<file path="config.mk">
export PLATFORM = sky130hd
export DESIGN_NAME = tms_sequencer
export DESIGN_NICKNAME = d
export VERILOG_FILES = /design/src/rtl/tms_sequencer.sv
export SDC_FILE = /design/constraint.sdc
export NUM_CORES = 1
export LEC_CHECK = 0
export ABC_AREA = 0
export CAP_MARGIN = 40
export CORE_UTILIZATION = 40
export CTS_CLUSTER_DIAMETER = 40
export CTS_CLUSTER_SIZE = 40
export DETAILED_ROUTE_END_ITERATION = 6
export SYNTH_ARGS = -nofsm -noshare
export SYNTH_HDL_FRONTEND = slang
export SYNTH_SLANG_ARGS = --single-unit
export TNS_END_PERCENT = 1
</file>
<file path="constraint.sdc">
create_clock -name clk -period 2.8 [get_ports clk]
set_clock_uncertainty 0.15 [all_clocks]
set_input_delay 0.56 -clock clk [delete_from_list [all_inputs] [get_ports clk]]
set_output_delay 0.56 -clock clk [all_outputs]
set_load 0.02 [all_outputs]
</file>
<file path="src/rtl/tms_sequencer.sv">
// tms_sequencer
//
// Turns high-level JTAG commands (TAP reset, idle, DR scan, IR scan) into a
// cycle-by-cycle TMS/TDI stream for a TAP controller clocked by the same clk,
// and collects the TDO bits returned during the shift phase.
//
// Ports
//   clk          sole clock, rising edge (also clocks the downstream TAP)
//   TRST         synchronous active-high reset
//   cmd_valid    command offered
//   cmd_ready    sequencer can accept a command (registered)
//   cmd_op       0=RESET, 1=IDLE, 2=SHIFT_DR, 3=SHIFT_IR
//   cmd_len      bit count minus one (IDLE: cycle count minus one)
//   cmd_data     TDI payload, LSB shifted first
//   TMS, TDI     registered outputs to the TAP
//   tdo_in       TDO from the target
//   rsp_valid    one-cycle pulse when a command completes
//   rsp_data     captured TDO bits, held until the next rsp_valid
//   dbg_state_o  current FSM state, for observation only
//
// Handshake: a command transfers at a rising edge where cmd_valid and
// cmd_ready are both 1. cmd_valid may stay high while the sequencer is busy;
// it is simply ignored until cmd_ready returns. There is no queueing.
//
// Every output is a register, and the state register always describes the
// cycle currently being driven: the first TMS value of a command is loaded
// at the accepting edge, so it appears in the very next cycle.

module tms_sequencer #(
    parameter int W  = 16,
    parameter int LW = 4
) (
    input  logic          clk,
    input  logic          TRST,
    input  logic          cmd_valid,
    output logic          cmd_ready,
    input  logic [1:0]    cmd_op,
    input  logic [LW-1:0] cmd_len,
    input  logic [W-1:0]  cmd_data,
    output logic          TMS,
    output logic          TDI,
    input  logic          tdo_in,
    output logic          rsp_valid,
    output logic [W-1:0]  rsp_data,
    output logic [2:0]    dbg_state_o
);

    // The counter must reach 5 for the reset pattern and cmd_len for IDLE.
    localparam int CW = (LW > 3) ? LW : 3;

    localparam logic [1:0] OP_RESET = 2'd0;
    localparam logic [1:0] OP_IDLE  = 2'd1;
    localparam logic [1:0] OP_DR    = 2'd2;
    localparam logic [1:0] OP_IR    = 2'd3;

    typedef enum logic [2:0] {
        IDLE_WAIT = 3'd0,
        RST_SEQ   = 3'd1,
        RTI_SEQ   = 3'd2,
        HEADER    = 3'd3,
        SHIFT     = 3'd4,
        TRAILER   = 3'd5,
        RESP      = 3'd6
    } state_t;

    state_t        state_q;
    logic [CW-1:0] cnt_q;
    logic [1:0]    op_q;
    logic [LW-1:0] len_q;
    logic [W-1:0]  data_q;
    logic [W-1:0]  cap_q;
    logic          tms_q;
    logic          tdi_q;
    logic          ready_q;
    logic          rsp_valid_q;
    logic [W-1:0]  rsp_data_q;

    logic [LW-1:0] shift_len_d;
    logic [CW-1:0] cnt_inc_d;
    logic [CW-1:0] len_ext_d;
    logic [CW-1:0] hdr_last_d;

    // Shift lengths beyond the payload width are clamped to W-1.
    always_comb begin
        shift_len_d = cmd_len;
        if (int'(cmd_len) >= W) begin
            shift_len_d = LW'(W - 1);
        end
    end

    assign cnt_inc_d  = cnt_q + CW'(1);
    assign len_ext_d  = CW'(len_q);
    // DR header is 1,0,0 (3 cycles); IR header is 1,1,0,0 (4 cycles).
    assign hdr_last_d = (op_q == OP_IR) ? CW'(3) : CW'(2);

    always_ff @(posedge clk) begin
        if (TRST) begin
            state_q     <= IDLE_WAIT;
            cnt_q       <= '0;
            op_q        <= OP_RESET;
            len_q       <= '0;
            data_q      <= '0;
            cap_q       <= '0;
            tms_q       <= 1'b1;  // hold the TAP toward Test-Logic-Reset
            tdi_q       <= 1'b0;
            ready_q     <= 1'b0;
            rsp_valid_q <= 1'b0;
            rsp_data_q  <= '0;
        end else begin
            case (state_q)
                IDLE_WAIT: begin
                    if (cmd_valid && ready_q) begin
                        ready_q <= 1'b0;
                        op_q    <= cmd_op;
                        data_q  <= cmd_data;
                        cap_q   <= '0;
                        cnt_q   <= '0;
                        case (cmd_op)
                            OP_RESET: begin
                                state_q <= RST_SEQ;
                                len_q   <= cmd_len;
                                tms_q   <= 1'b1;
                            end
                            OP_IDLE: begin
                                state_q <= RTI_SEQ;
                                len_q   <= cmd_len;
                                tms_q   <= 1'b0;
                            end
                            default: begin
                                state_q <= HEADER;
                                len_q   <= shift_len_d;
                                tms_q   <= 1'b1;
                            end
                        endcase
                    end else begin
                        ready_q <= 1'b1;
                    end
                end

                // TMS 1,1,1,1,1,0 over counter values 0..5.
                RST_SEQ: begin
                    if (cnt_q == CW'(5)) begin
                        state_q     <= RESP;
                        rsp_valid_q <= 1'b1;
                        rsp_data_q  <= '0;
                    end else begin
                        cnt_q <= cnt_inc_d;
                        tms_q <= (cnt_q != CW'(4));
                    end
                end

                RTI_SEQ: begin
                    if (cnt_q == len_ext_d) begin
                        state_q     <= RESP;
                        rsp_valid_q <= 1'b1;
                        rsp_data_q  <= '0;
                    end else begin
                        cnt_q <= cnt_inc_d;
                        tms_q <= 1'b0;
                    end
                end

                HEADER: begin
                    if (cnt_q == hdr_last_d) begin
                        // First shift cycle: TMS=1 already if it is also the last.
                        state_q <= SHIFT;
                        cnt_q   <= '0;
                        tms_q   <= (len_q == '0);
                        tdi_q   <= data_q[0];
                        data_q  <= data_q >> 1;
                    end else begin
                        cnt_q <= cnt_inc_d;
                        tms_q <= (op_q == OP_IR) && (cnt_q == '0);
                    end
                end

                // cnt_q is the bit index of the shift cycle being driven.
                SHIFT: begin
                    cap_q <= cap_q | (W'(tdo_in) << cnt_q);
                    if (cnt_q == len_ext_d) begin
                        state_q <= TRAILER;
                        cnt_q   <= '0;
                        tms_q   <= 1'b1;
                        tdi_q   <= 1'b0;
                    end else begin
                        cnt_q  <= cnt_inc_d;
                        tms_q  <= (cnt_inc_d == len_ext_d);
                        tdi_q  <= data_q[0];
                        data_q <= data_q >> 1;
                    end
                end

                // Trailer TMS 1,0 walks Exit1 -> Update -> Run-Test/Idle.
                TRAILER: begin
                    if (cnt_q == '0) begin
                        cnt_q <= CW'(1);
                        tms_q <= 1'b0;
                    end else begin
                        state_q     <= RESP;
                        rsp_valid_q <= 1'b1;
                        rsp_data_q  <= cap_q;
                    end
                end

                RESP: begin
                    state_q     <= IDLE_WAIT;
                    rsp_valid_q <= 1'b0;
                    ready_q     <= 1'b1;
                end

                default: begin
                    state_q     <= IDLE_WAIT;
                    rsp_valid_q <= 1'b0;
                    ready_q     <= 1'b0;
                end
            endcase
        end
    end

    assign cmd_ready   = ready_q;
    assign TMS         = tms_q;
    assign TDI         = tdi_q;
    assign rsp_valid   = rsp_valid_q;
    assign rsp_data    = rsp_data_q;
    assign dbg_state_o = state_q;

endmodule

</file>
; ---- Word-level counts from Yosys, hierarchy flattened
; Index checks and enable logic that the tools add are counted.
[classes]
n_addsub = 1
multipliers = 0
div_mod_pow = 0
order_cmp = 0
n_eq_ne = 23
shift = 1
mux = 43
n_bitwise = 2
reduce_logical = 21
[op_table]
columns = op, n
row1 = $mux 16, 7
row2 = $pmux 16 s3, 2
row3 = $pmux 16 s2, 1
row4 = $mux 4, 6
row5 = $pmux 4 s6, 1
row6 = $ne 2x2->1 const B, 10
row7 = $mux 3, 6
row8 = $pmux 3 s6, 1
row9 = $or 16x16->16, 1
row10 = $shl 1x4->16, 1
row11 = $mux 1, 14
row12 = $reduce_and 4->1, 3
row13 = $eq 3x3->1 const B, 3
row14 = $eq 4x4->1, 2
row15 = $logic_not 4->1, 2
row16 = $eq 3x2->1 const B, 2
row17 = $pmux 1 s6, 1
row18 = $reduce_and 2->1, 3
row19 = $reduce_and 6->1, 1
row20 = $reduce_bool 3->1, 2
row21 = $reduce_bool 6->1, 1
row22 = $reduce_and 5->1, 1
row23 = $reduce_or 5->1, 1
row24 = $add 4x1->4 const B, 1
row25 = 16 further kinds, 18
[totals]
ff_bits = 65
latchBits = 0
ram_bits = 0
romBits = 0
output_inout_bits = 23
memories = 0

; ---- Depth between registers and ports, before layout
; Gate-level depths: netlist of the first run.
[depth]
ltp_word = 5
mapped_depth = 8
depth_no_buf = 7

; ---- Least setup slack after synthesis of the first run
; No wires, ideal clock.
[synth_timing]
path_kind = reg-to-reg
from = register cnt_q[1]
to = register tms_q (netlist: TMS)
setup_ns = 0.122
t_arrival_ns = 1.834
slack_ns = 0.694
path_stages_with_launch = 9
n_path_buf = 1
cell_sequence = dfxtp_1 -> inv_1 -> ha_1 -> nor2b_1 -> o21ai_0 -> a21o_1 -> clkbuf_1 -> nand2_1 -> a221o_1
[synth_between]
elab_chain_len = 4
elab_cells_between_ends = 16
classes_between = 1 x add/sub / 8 x eq/ne / 4 x mux / 3 x reduce/logical
[synth_lines]
columns = item, line
row1 = "start, declared", 67  ; logic [CW-1:0] cnt_q;
row2 = "start signal, assigned", 147  ; cnt_q <= cnt_inc_d;
row3 = "start signal, assigned", 158  ; cnt_q <= cnt_inc_d;
row4 = "start signal, assigned", 172  ; cnt_q <= cnt_inc_d;
row5 = $add 4x1->4 / $logic_not 4->1 (equally long branches), "91, 173, 195"
row6 = $eq 4x4->1 / $logic_and 1x1->1 (equally long branches), "187, 173"
row7 = $mux 1 (on tied branches), "180, 164"
row8 = $pmux 1 s6, 110  ; case (state_q)
row9 = "end signal, assigned", 168  ; tms_q <= (len_q == '0);
row10 = "end signal, assigned", 173  ; tms_q <= (op_q == OP_IR) && (cnt_q == '0);
row11 = "end signal, assigned", 187  ; tms_q <= (cnt_inc_d == len_ext_d);
row12 = "end, declared", 72  ; logic tms_q;
; Parallel ways exist; a longest one is shown, timed or not. The select of a mux whose other input is x is not followed.
; A chain may end at the register's enable or synchronous reset.

; ---- Worst setup path in the final report of the first run
[layout_timing]
from = register state_q[2] (netlist: dbg_state_o[2])
to = output port dbg_state_o[2]
[layout_lines]
columns = item, line
row1 = "start, declared", 66  ; state_t state_q;
row2 = "start signal, assigned", 98  ; state_q <= IDLE_WAIT;
row3 = "start signal, assigned", 120  ; state_q <= RST_SEQ;
row4 = "start signal, assigned", 125  ; state_q <= RTI_SEQ;
row5 = "end, declared", 45  ; output logic [2:0] dbg_state_o
; No word-level cell between the ends.

==> key figures, run 1 <==
Global routing
  – GRT Util Overall: 0.208
  – Largest net degree at the start of global routing: 34
  – Initial antenna violation count: 0
  – Vias in the first global route: about 2,500
  – Global route total overflow: 0
  – First-pass GRT wire length: between 10,000 and 15,000 um

STA
  – Slew Viols, Final: 0
  – Fin crit period: about 2.6 ns
  – Worst Tran Pin Value: 0.665 ns
  – Slew HR: 0.545
  – Final number of setup-violating endpoints: 0
  – Fin. Hold Viols: 0
  – Final period util: 0.911
  – Final setup TNS: 0 ns
  – RSZ-0062 raised after global routing: false
  – Max Clk Rate: between 0.3 and 0.4 GHz
  – Final worst slack: around 0.25 ns

Clocking
  – Post-CTS Hold Buffers: 0
  – CTS tree: done
  – CTS Sinks: 65
  – Setup Fix Bufs, Post-CTS: 0
  – Max Root-Sink Buffers: 2
  – Clk pin slew, worst setup/hold paths: approximately 0.070 ns
  – H-tree levels: 3
  – Clk Latency, worst-skew pair: approximately 0.34 ns
  – Root Driver: clkbuf_8
  – TritonCTS buffer count: 9
  – Cts repair resizes: 0

Yosys
  – Synth warnings: 0
  – Synth Register Bits: between 60 and 70
  – Cell variety after synth: 52
  – Post-Syn Nets: ~390
  – Mean post-synth cell area: between 8 and 9 um2
  – Async set or reset register ratio after synthesis: 0
  – Post-synth EDFFs: 0
  – Post-synth design cell area: about 3000 um2
  – Seq/Total Area, Yosys: 0.426
  – Top_reg_cell synth: dfxtp_1
  – Cells after Synth: between 300 and 400

Final layout
  – Fillers: between 700 and 800
  – Most frequent cells in the layout: dfxtp_1 (65), clkdlybuf4s50_1 (47), nor2_1 (44)
  – Final net count: 435
  – Commonest non-fill, non-tap cell in the layout: dfxtp_1
  – Antenna diodes: 0
  – Layout cell share with drive strength beyond 1: 0.0998
  – P&R area growth vs syn: 26.9%

Floorplan
  – Core Area: 7330 um2
  – Row count: 31
  – Die ar.: 7990 um2
  – Die X: 89.4 um
  – Initial core utilization: 0.417
  – Top Ports: 49
  – Chip Height: roughly 89 um

Power and ir drop
  – Clock share of power: 0.273
  – Combinational power share: 0.334
  – LEAKAGE: between 1 and 1.5 nW
  – Switching Fraction: 0.348
  – VDD IR max: between 0.3 and 0.4 mV
  – P_sw: about 1.1 mW
  – Internal power: between 1.5 and 2 mW
  – PD cells: between 700 and 800 nW/um2
  – Sequential share of power: 0.393

Worst setup path
  – Worst path buffer plus inverter count: 2
  – Startpoint Class: flop
  – CP max-delay cell: dfxtp_1
  – WP data arrival: 1.84 ns
  – Crit-path cells: buf_4, clkdlybuf4s50_1
  – CP required: between 2 and 2.5 ns
  – Kind of critical path: flop to output port
  – Delay-heaviest family, CP: buffers and inverters
  – Critical Path Fanout Max: 17
  – Slowest stage delay, CP: roughly 0.65 ns
  – Worst Setup End Kind: output port

Place
  – DPL Wire Length: approximately 5300 um
  – I/O Buffers: 48
  – Pre-CTS WS: between 0.2 and 0.3 ns
  – Routability Congestion: ~0.86

Flow run
  – Maxcap violations: 0

Route
  – Via density: 5.61
  – Drt wl/cell: between 15 and 20 um
  – Wirelength, routed: ~8000 um
  – 1st-iter DRT viols: about 220
  – Final ANT Viol Nets: 0
  – Drt first pass iters: 5
  – Routed vias: 2,859
  – Residual DRC: 0

Status
  – Status: completed

Hold path
  – Type of the most critical hold path: flop to flop
-- stage by stage --
step | cells | utilization | hold WS (ns) | total power [mW] | cell area (um2)
6_report | 510 | 0.529 | 0.315 | 3.06 | 3880
5_1_grt | 510 | 0.529 | 0.339 | 3.24 | 3880
4_1_cts | 510 | 0.529 | 0.319 | 3.07 | 3880
3_5_place_dp | 494 | 0.501 | 0.303 | 2.23 | 3670
3_3_place_gp | 493 | 0.500 | 0.299 | 2.21 | 3660
2_1_floorplan | 359 | - | 0.283 | 1.93 | 3060
-- layer usage --
metal / share of wire / up-vias / routed length (um) / track usage
met3: 0.060 / 15 / 478 / 0.0397
met2: 0.42 / 91 / 3290 / 0.287
met5: 0 / - / 0 / 0
met1: 0.51 / 1325 / 4020 / 0.313
met4: 0.018 / 0 / 140 / 0.0823
li1: - / 1428 / - / -
-- cell families (layout without fill, tap and decap cells) --
| logic type | after synthesis | count (layout) | share of synthesized area |
|---|---|---|---|
| DFF | 65 | 65 | 0.426 |
| and+or+nand+nor | 149 | 149 | 0.234 |
| buffers and inverters | 37 | 89 | 0.0508 |
| AOI/OAI and AO/OA | 94 | 94 | 0.241 |
| xor gates and xnor gates | 7 | 7 | 0.0225 |
| adders and majority gates | 3 | 3 | 0.0123 |
| muxes | 4 | 4 | 0.0139 |
-- worst register-to-register path: cells and delay by family (launching register included) --
kind            cells  cell delay (ns)
mux                 1             0.37
flops               1             0.56
simple gates        1             0.51
compound gates      2             0.53
xor+xnor            1             0.18
-- power groups by stage --
| stage | Combinational (mW) | Sequential [mW] | Clock (mW) |
|---|---|---|---|
| floorplan | 0.737 | 1.19 | 0 |
| global placement | 0.998 | 1.22 | 0 |
| detailed placement | 1.01 | 1.22 | 0 |
| CTS | 1.01 | 1.20 | 0.854 |
| global route | 1.12 | 1.23 | 0.892 |
| finish | 1.02 | 1.20 | 0.836 |
-- Yosys cell counts (3+ instances only) --
master | number | area, um2
a211oi_1 | 3 | 22.5
a21o_1 | 3 | 22.5
a21oi_1 | 14 | 70.1
a221oi_1 | 3 | 26.3
a22oi_1 | 11 | 82.6
a311oi_1 | 18 | 158
a32oi_1 | 21 | 184
and3_1 | 3 | 18.8
buf_2 | 4 | 20.0
clkbuf_1 | 22 | 82.6
dfxtp_1 | 65 | 1300
ha_1 | 3 | 37.5
inv_1 | 8 | 30.0
nand2_1 | 38 | 143
nand2b_1 | 3 | 18.8
nand3_1 | 21 | 105
nand4_1 | 3 | 18.8
nor2_1 | 44 | 165
nor2b_1 | 5 | 31.3
nor3_1 | 18 | 90.1
o21ai_0 | 6 | 30.0
or3_1 | 4 | 25.0
xnor2_1 | 3 | 26.3
xor2_1 | 3 | 26.3
-- final cells by class --
cell class / instances / area, um2 / area share
flip-flops and latches: 65 / 1300 / 0.336
repair buffers: 65 / 616 / 0.159
inverters: 8 / 30.0 / 0.00774
clock buffers: 14 / 173 / 0.0445
well taps: 99 / 124 / 0.0319
clock inverters: 2 / 35.0 / 0.00904
multi-input cells: 257 / 1600 / 0.412
-- worst paths after layout --
check	startpoint	endpoint	slack, ns	depth (start not counted)
max reg2reg	cnt_q[0]	dbg_state_o[2]	0.40	5
max	dbg_state_o[2]	dbg_state_o[2]	0.25	2
min reg2reg	rsp_valid	rsp_valid	0.31	1
min	rsp_valid	rsp_valid	0.31	1
-- registers in the layout (all words and copies together), names as in the netlist --
register     flops
cap_q           16
dbg_state_o      3
TMS              1
cnt_q            4
data_q          16
op_q             2
rsp_data        16
TDI              1
cmd_ready        1
rsp_valid        1
len_ext_d        4
No activity file was read; power rests on OpenSTA's default activity.
==> run 2: changes to the inputs <==
- clock period: 2.8 -> 2.68 ns (I/O delays scaled with it)
==> key figures, run 2 (synthesized netlist as in run 1, its figures left out) <==
Final layout
  – P&R area growth vs syn: 26.8%
  – Final net count: around 440
  – Fin cells: roughly 510
  – Layout cell share with drive strength beyond 1: 0.107
  – Commonest non-fill, non-tap cell in the layout: dfxtp_1
  – Antenna diodes: 0
  – Fin util: 0.529
  – Most frequent cells in the layout: dfxtp_1 (65), clkdlybuf4s50_1 (47), nor2_1 (44)

Clocking
  – H-tree levels: 3
  – Setup Fix Bufs, Post-CTS: 0
  – Post-CTS Hold Buffers: 0
  – TritonCTS buffer count: 9
  – Cts repair resizes: 0
  – Root Driver: clkbuf_8
  – CTS tree: done
  – CTS Sinks: 65
  – Clk Latency, worst-skew pair: between 0.3 and 0.4 ns
  – Clk pin slew, worst setup/hold paths: roughly 0.07 ns
  – Max Root-Sink Buffers: 2

Route
  – Final ANT Viol Nets: 0
  – Wirelength, routed: between 8000 and 9000 um
  – 1st-iter DRT viols: 262
  – Routed vias: around 2,900
  – Drt first pass iters: 4
  – Drt wl/cell: 15.7 um
  – Residual DRC: 0
  – Via density: approximately 5.7

Floorplan
  – Initial core utilization: 0.417
  – Die ar.: 7990 um2
  – Chip Height: ~90 um
  – Core Area: between 7000 and 8000 um2
  – Top Ports: slightly below 50
  – Die X: approximately 89 um
  – Row count: 31

Global routing
  – Initial antenna violation count: 0
  – Largest net degree at the start of global routing: 35
  – Vias in the first global route: between 2,000 and 3,000
  – M2 GR Usage: 0.308
  – Grt peak-use layer: met1
  – Global route total overflow: 0
  – GRT Util Overall: 0.215
  – Met1 usage: 0.316
  – Met3 Resource Use GR: 0.0591
  – First-pass GRT wire length: about 13,000 um

Worst setup path
  – Critical path origin: dbg_state_o[2]
  – Worst reg2reg startpoint: cnt_q[0]
  – Worst path buffer plus inverter count: 1
  – R2R Path End: dbg_state_o[2]
  – Worst reg-to-reg path cell count: 5
  – CP max-delay cell: clkdlybuf4s50_1
  – WP data arrival: around 1.7 ns
  – Critical Path Stages: 1
  – Delay-heaviest family, CP: buffers and inverters
  – Kind of critical path: flop to output port
  – Critical Path Fanout Max: 17
  – Setup slack, reg-to-reg: slightly above 0.3 ns
  – Slowest stage delay, CP: about 0.71 ns
  – Startpoint Class: flop
  – Worst Setup End Kind: output port
  – Crit-path cells: clkdlybuf4s50_1
  – CP required: roughly 2.0 ns

STA
  – Final number of setup-violating endpoints: 0
  – Slew Viols, Final: 0
  – RSZ-0062 raised after global routing: false
  – Slew HR: 0.591
  – Final worst slack: around 0.25 ns
  – Final setup TNS: 0 ns
  – Final period util: 0.906
  – Fin. Hold Viols: 0
  – Worst Tran Pin Value: roughly 0.61 ns
  – Max Clk Rate: 0.412 GHz
  – Fin crit period: about 2.4 ns

Hold path
  – WHS Endpoint: rsp_valid
  – Hold Crit Depth: 1
  – Hold_sp: rsp_valid
  – Type of the most critical hold path: flop to flop

Place
  – DPL Wire Length: around 5300 um
  – Routability Congestion: 0.813
  – Placed cell count: 497
  – I/O Buffers: 48
  – Pre-CTS WS: roughly 0.19 ns

Status
  – Status: completed

Power and ir drop
  – VDD IR max: 0.287 mV
  – Sequential share of power: 0.393
  – P_sw: roughly 1.1 mW
  – Switching Fraction: 0.351
  – LEAKAGE: between 1 and 1.5 nW
  – Internal power: between 2 and 2.5 mW
  – Clock share of power: 0.262
  – Combinational power share: 0.345
  – PD cells: around 820 nW/um2

Flow run
  – Maxcap violations: 0
run 2: cell count changes in the layout (fill, tap and decap cells not counted):
cell      previous run  this run
clkinv_2             1         2
clkbuf_8            12        11
clkbuf_1             2         1
buf_4               16        20
buf_12               1         0
run 2: per-layer routing:
layer | vias up | wire length [um]
met1 | 1379 | 4070
met2 | 83 | 3470
met5 | - | 0
met4 | 0 | 58
li1 | 1427 | -
met3 | 5 | 421
run 2: cell type report:
cell class                      count  area, um2
Sequential cell                    65       1300
Clock inverter                      3       40.0
Fill cell                         710       3460
Multi-Input combinational cell    257       1600
Inverter                            8       30.0
Tap cell                           99        124
Timing Repair Buffer               68        626
Clock buffer                       12        155
run 2: per-stage QoR:
| step | power, mW | hold WS, ns | cell area (um2) |
|---|---|---|---|
| 6_report | 3.18 | 0.319 | 3870 |
| 5_1_grt | 3.39 | 0.340 | 3870 |
| 4_1_cts | 3.19 | 0.326 | 3870 |
| 3_5_place_dp | 2.36 | 0.312 | 3680 |
| 3_3_place_gp | 2.33 | 0.304 | 3670 |
| 2_1_floorplan | 2.01 | 0.283 | 3060 |
run 2: power groups by stage:
stage,Sequential [mW],Clock (mW),Combinational [mW]
after floorplan,1.24,0,0.770
after global placement,1.26,0,1.07
after detailed placement,1.27,0,1.09
after CTS,1.25,0.853,1.09
after global routing,1.27,0.903,1.21
final,1.25,0.832,1.10
run 2: how the worst max path moves through the flow:
stage / endpoint / slack, ns
5_1_grt: dbg_state_o[2] / 0.18
6_report: dbg_state_o[2] / 0.25
4_1_cts: dbg_state_o[2] / 0.26
2_1_floorplan: TMS / 0.57
3_5_place_dp: TMS / 0.19
3_3_place_gp: TMS / 0.17
